**config.mk**
```make
export PLATFORM = sky130hd
export DESIGN_NAME = ssp_phase_gen
export DESIGN_NICKNAME = d
export VERILOG_FILES = /design/src/rtl/ssp_cmu_pkg.sv /design/src/rtl/ssp_clear_stretch.sv /design/src/rtl/ssp_phase_gen.sv
export SDC_FILE = /design/constraint.sdc
export NUM_CORES = 1
export LEC_CHECK = 0
export BUFFER_PORTS_ARGS = -buffer_cell sky130_fd_sc_hd__buf_2
export CORE_ASPECT_RATIO = 1.4
export CORE_MARGIN = 10
export CORE_UTILIZATION = 35
export CTS_CLUSTER_DIAMETER = 30
export DETAILED_ROUTE_END_ITERATION = 10
export GPL_TIMING_DRIVEN = 0
export MAX_ROUTING_LAYER = met4
export SLEW_MARGIN = 20
export SYNTH_ARGS = -nofsm -noshare
export SYNTH_HDL_FRONTEND = slang
export SYNTH_SLANG_ARGS = --single-unit
```
**constraint.sdc**
```tcl
create_clock -name clk_i -period 3.1 [get_ports clk_i]
set_clock_uncertainty 0.1 [all_clocks]
set_input_delay 0.31 -clock clk_i [delete_from_list [all_inputs] [get_ports clk_i]]
set_output_delay 0.31 -clock clk_i [all_outputs]
set_load 0.02 [all_outputs]
```
**src/rtl/ssp_cmu_pkg.sv**
```systemverilog
// Shared types, defaults and helpers for the SSP clock-management blocks.
// The phase generator and the clear stretcher both import this package.
package ssp_cmu_pkg;

  localparam int unsigned DEF_NUM_PHASES    = 2;
  localparam int unsigned DEF_CNT_W         = 8;
  localparam int unsigned DEF_DEAD_W        = 4;
  localparam int unsigned DEF_NUM_INTR      = 2;
  localparam int unsigned DEF_STALL_BIT     = 1;
  localparam int unsigned DEF_CLEAR_STRETCH = 4;

  // Upper bound on phase count that onehot() can encode.
  localparam int unsigned MAX_PHASES = 32;
  localparam int unsigned OH_IDX_W   = $clog2(MAX_PHASES);

  typedef enum logic [1:0] {
    IDLE   = 2'd0,
    ACTIVE = 2'd1,
    DEAD   = 2'd2
  } phase_state_e;

  // Decode a phase index into a one-hot strobe vector; callers truncate to NUM_PHASES.
  function automatic logic [MAX_PHASES-1:0] onehot(input logic [OH_IDX_W-1:0] idx);
    logic [MAX_PHASES-1:0] vec;
    vec      = '0;
    vec[idx] = 1'b1;
    return vec;
  endfunction

endpackage : ssp_cmu_pkg

```
**src/rtl/ssp_clear_stretch.sv**
```systemverilog
// Stretches the synchronous clear so downstream blocks see it for
// STRETCH extra cycles after the source clear drops.
module ssp_clear_stretch
  import ssp_cmu_pkg::*;
#(
  parameter int unsigned STRETCH = DEF_CLEAR_STRETCH
) (
  input  logic clk_i,
  input  logic clear_i,
  output logic clear_o
);

  localparam int unsigned SCNT_W = $clog2(STRETCH + 1);

  logic [SCNT_W-1:0] cnt_q;
  logic [SCNT_W-1:0] cnt_d;
  logic              clear_q;
  logic              clear_d;

  // Reload while the source clear is high, then count down holding the output high.
  always_comb begin
    cnt_d   = cnt_q;
    clear_d = 1'b0;
    if (clear_i) begin
      cnt_d   = SCNT_W'(STRETCH);
      clear_d = 1'b1;
    end else if (cnt_q != '0) begin
      cnt_d   = cnt_q - SCNT_W'(1);
      clear_d = 1'b1;
    end
  end

  always_ff @(posedge clk_i) begin
    cnt_q   <= cnt_d;
    clear_q <= clear_d;
  end

  assign clear_o = clear_q;

endmodule : ssp_clear_stretch

```
**src/rtl/ssp_phase_gen.sv**
```systemverilog
// Multi-phase non-overlapping clock-enable generator for the SSP datapath,
// with programmable phase width, dead time, interrupt-driven stall and stretched clear.
module ssp_phase_gen
  import ssp_cmu_pkg::*;
#(
  parameter int unsigned NUM_PHASES    = DEF_NUM_PHASES,
  parameter int unsigned CNT_W         = DEF_CNT_W,
  parameter int unsigned DEAD_W        = DEF_DEAD_W,
  parameter int unsigned NUM_INTR      = DEF_NUM_INTR,
  parameter int unsigned STALL_BIT     = DEF_STALL_BIT,
  parameter int unsigned CLEAR_STRETCH = DEF_CLEAR_STRETCH,
  localparam int unsigned IDX_W        = (NUM_PHASES > 1) ? $clog2(NUM_PHASES) : 1
) (
  input  logic                  clk_i,
  input  logic                  clear_i,
  input  logic                  en_i,
  input  logic [CNT_W-1:0]      div_i,
  input  logic [DEAD_W-1:0]     dead_i,
  input  logic [NUM_INTR-1:0]   ssp_intr_i,
  output logic [NUM_PHASES-1:0] phi_o,
  output logic [IDX_W-1:0]      phase_idx_o,
  output logic                  cycle_done_o,
  output logic                  stalled_o,
  output logic                  clk_o,
  output logic                  clear_o
);

  phase_state_e          state_q;
  logic [CNT_W-1:0]      cnt_q;
  logic [CNT_W-1:0]      div_q;
  logic [DEAD_W-1:0]     dcnt_q;
  logic [DEAD_W-1:0]     dead_q;
  logic [IDX_W-1:0]      idx_q;
  logic [NUM_PHASES-1:0] phi_q;
  logic                  done_q;
  logic                  stalled_q;

  logic                  stall_c;
  logic                  last_phase_c;
  logic                  phase_end_c;
  logic                  dead_end_c;
  logic [IDX_W-1:0]      next_idx_c;
  logic                  unused_intr;

  assign stall_c      = ssp_intr_i[STALL_BIT];
  assign unused_intr  = ^ssp_intr_i;
  assign last_phase_c = (idx_q == IDX_W'(NUM_PHASES - 1));
  assign next_idx_c   = last_phase_c ? '0 : idx_q + IDX_W'(1);
  // Full-width compares: div_i all-ones runs 2^CNT_W cycles with no counter wrap.
  assign phase_end_c  = (cnt_q == div_q);
  assign dead_end_c   = (dcnt_q == dead_q - DEAD_W'(1));

  // Sequencer: stall freezes all state and takes priority over any transition.
  always_ff @(posedge clk_i) begin
    if (clear_i) begin
      state_q   <= IDLE;
      cnt_q     <= '0;
      div_q     <= '0;
      dcnt_q    <= '0;
      dead_q    <= '0;
      idx_q     <= '0;
      phi_q     <= '0;
      done_q    <= 1'b0;
      stalled_q <= 1'b0;
    end else begin
      done_q    <= 1'b0;
      stalled_q <= stall_c && (state_q != IDLE);
      unique case (state_q)
        IDLE: begin
          phi_q <= '0;
          if (en_i && !stall_c) begin
            state_q <= ACTIVE;
            idx_q   <= '0;
            cnt_q   <= '0;
            div_q   <= div_i;
            dead_q  <= dead_i;
            phi_q   <= NUM_PHASES'(onehot('0));
          end
        end
        ACTIVE: begin
          if (!stall_c) begin
            if (!phase_end_c) begin
              cnt_q <= cnt_q + CNT_W'(1);
            end else begin
              cnt_q  <= '0;
              idx_q  <= next_idx_c;
              done_q <= last_phase_c;
              if (last_phase_c && !en_i) begin
                state_q <= IDLE;
                phi_q   <= '0;
              end else if (dead_q != '0) begin
                state_q <= DEAD;
                dcnt_q  <= '0;
                phi_q   <= '0;
              end else begin
                // Back-to-back phases: strobes swap on this edge.
                div_q  <= div_i;
                dead_q <= dead_i;
                phi_q  <= NUM_PHASES'(onehot(OH_IDX_W'(next_idx_c)));
              end
            end
          end
        end
        DEAD: begin
          if (!stall_c) begin
            if (!dead_end_c) begin
              dcnt_q <= dcnt_q + DEAD_W'(1);
            end else begin
              state_q <= ACTIVE;
              cnt_q   <= '0;
              div_q   <= div_i;
              dead_q  <= dead_i;
              phi_q   <= NUM_PHASES'(onehot(OH_IDX_W'(idx_q)));
            end
          end
        end
        default: begin
          state_q <= IDLE;
          phi_q   <= '0;
        end
      endcase
    end
  end

  ssp_clear_stretch #(
    .STRETCH (CLEAR_STRETCH)
  ) u_clear_stretch (
    .clk_i   (clk_i),
    .clear_i (clear_i),
    .clear_o (clear_o)
  );

  assign phi_o        = phi_q;
  assign phase_idx_o  = idx_q;
  assign cycle_done_o = done_q;
  assign stalled_o    = stalled_q;
  assign clk_o        = clk_i;

endmodule : ssp_phase_gen
```
==> flow_summary.toml <==
[run_status]
outcome = "finished, final reports clean"

[yosys]
yosysTopAreaCellShare_pct = 35.4
yosysTopAreaCell = "dfxtp_1"
synthMostInstantiatedCell = "dfxtp_1"
avgSynthCellArea_um2 = 8.60
syn_inst = 230
ys_seq_elements = 35
seq_area_frac_synth_pct = 35.4
postSynth.asyncResetShare_pct = 0
synth.distinct_cells = 47
synth_edf_count = 0
yosys-top-cells-area = "dfxtp_1, mux2i_1, nand2_1"
mappedNetlistArea_um2 = 1980
yosysWarnings = 0
synthTopCellsByCount = "dfxtp_1, nand2_1, mux2i_1, o21ai_0, a21oi_1"
ys.flop_type = "dfxtp_1"
synthesis.nets = 252

[cells_and_area]
areaGrowthSynthToFinish_pct = 17.7
layout-drive-gt1-share_pct = 16.8
nets = 283
final_area_um2 = 2330
fin_util_pct = 42.4
diodes = 0

[die]
die-area_um2 = 9100
row_count = 32
ios = 24
die_h_um = 109
core_um2 = 5490
start_util_pct = 36.0
die_w_um = 83.5

[routing]
drt-total-wl_mm = 4.80
post_drt_wl_per_cell_um = 14.6
drt-pass1-iter-count = 5
drc = 0
viasPerCell = 5.39
drtIter0Drc = 100
antenna_left = 0
vias = 1778

[power]
switching_share_pct = 30.0
p_int_mw = 0.983
pwr-share-comb_pct = 21.9
p_seq_share_pct = 36.9
net-switching-power_mw = 0.422
p_leak_nw = 0.918
p_per_area_nw_per_um2 = 604
clkPwrFrac_pct = 41.3
peakVddDrop_mv = 0.404

[clock_network]
clk_pin_slew_ns = 0.07
clk_latency_ns = 0.40
cts_setup_buffers = 0
cts.hold.buffers_added = 0
ctsResizeCount = 0
tritoncts = "done"

[global_route]
grt_antenna_before_repair = 0
grt_pass1_vias = 1802
gr-max-usage-layer = "met2"
grt_max_degree = 12
grtUsageMet2_pct = 19.7
grt-ovfl-total = 0
grt_usage_pct = 11.3
grt_pass1_wl_mm = 8.27
use_met1_pct = 11.3
use_met3_pct = 2.91

[worst_setup_path]
critical_path.startpoint_type = "clock port"
worstPathRequired_ns = 2.69
critPathMaxFanout = 2
end_kind = "primary output"
arrival_ns = 2.03
crit_type = "clk -> out"

[timing]
worst_hold_slack_ns = 0.0468
hold_viol_final = 0
worst_pin_slew_ns = 0.654
finalSetupViolCount = 0
relSlewSlack_pct = 56.3
maxSlewViolCount = 0
tns_ns = 0
rsz0062_at_grt = "false"

[place]
gp_congestion = 0.843
io_buffers = 21
hpwlAfterDp_mm = 3.51
post_dp_cell_area_um2 = 2170

[run]
maxCapViolations = 0

[worst_hold_path]
min_path_type = "in -> reg"
critical path, cell delays in order:
cell,delay (ns)
clkbuf_8,0.11
clkbuf_8,0.12
buf_4,0.11
buf_2,0.15
cells in the final DEF (no fill, tap or decap), types with 2 or more instances in the layout:
master	instances
dfxtp_1	35
xnor2_1	5
o221ai_1	2
nand2_1	33
a221oi_1	2
buf_2	24
xor2_1	10
o21ai_0	13
nor4_4	2
nor3b_1	2
mux2i_1	13
a21oi_1	11
inv_1	10
nor2b_1	3
clkbuf_1	8
o21a_1	2
nor2_1	10
nand2b_1	4
a311oi_1	2
nand3_1	7
nand4b_1	6
nand4_1	3
nor3_1	3
o31ai_1	3
or3_1	2
a31oi_1	2
o21bai_1	2
ha_1	5
nor4_1	5
a211oi_1	4
clkbuf_8	9
o311a_1	2
layer usage:
layer / share of wire (%) / vias up
met5: 0 / -
met4: 1.7 / 0
met3: 4.2 / 9
met2: 52 / 45
met1: 42 / 838
li1: - / 886
logic make-up (layout without fill, tap and decap cells):
logic type	count (synthesis)	count (layout)	synth area share [%]
compound gates	52	52	18.7
xor+xnor	15	15	6.65
fa+ha+maj	5	5	3.16
buf+inv	24	56	5.51
flops	35	35	35.4
mux	13	13	6.58
simple gates	86	86	23.9
flip-flops by register name, summed over array words and instances, names as in the netlist:
| name | count |
|---|---|
| dead_q | 4 |
| state_q | 2 |
| u_clear_stretch.cnt_q | 3 |
| phase_idx_o | 1 |
| cycle_done_o | 1 |
| phi_o | 2 |
| dcnt_q | 4 |
| stalled_o | 1 |
| cnt_q | 8 |
| div_q | 8 |
| u_clear_stretch.clear_o | 1 |
final cells by class:
type                    count  area (um2)
clock inverters             2        35.0
flip-flops and latches     35         701
well taps                  68        85.1
clock buffers              10         129
plain buffers              13        67.6
multi-input cells         171        1170
inverters                  11        41.3
repair buffers             20         100
fillers                   541        3160
power groups by stage:
stage / registers, mW / clock network (mW) / logic, mW
after floorplan: 0.533 / 0.0377 / 0.228
after global placement: 0.528 / 0.0475 / 0.302
after detailed placement: 0.530 / 0.0475 / 0.306
after CTS: 0.519 / 0.595 / 0.309
after global routing: 0.525 / 0.621 / 0.342
final: 0.518 / 0.580 / 0.308
worst paths after layout:
| check | startpoint | endpoint | cells past startpoint | slack (ns) |
|---|---|---|---|---|
| setup / recovery | clk_i | clk_o | 4 | 0.66 |
| hold / removal | div_i[6] | div_q[6]$_SDFFE_PP0P_ | 3 | 0.05 |
| setup reg to reg | dead_q[0]$_SDFFE_PP0P_ | dead_q[3]$_SDFFE_PP0P_ | 8 | 0.77 |
| hold reg to reg | u_clear_stretch.cnt_q[2]$_SDFFE_PP1P_ | u_clear_stretch.cnt_q[2]$_SDFFE_PP1P_ | 1 | 0.37 |
per-stage QoR:
stage	total power, mW	cells	setup WS (ns)
6_report	1.41	330	0.655
2_1_floorplan	0.799	230	0.979
5_1_grt	1.49	330	0.580
4_1_cts	1.42	330	0.646
3_5_place_dp	0.883	319	0.785
3_3_place_gp	0.878	319	0.819
Power figures use the tool's default switching activity.
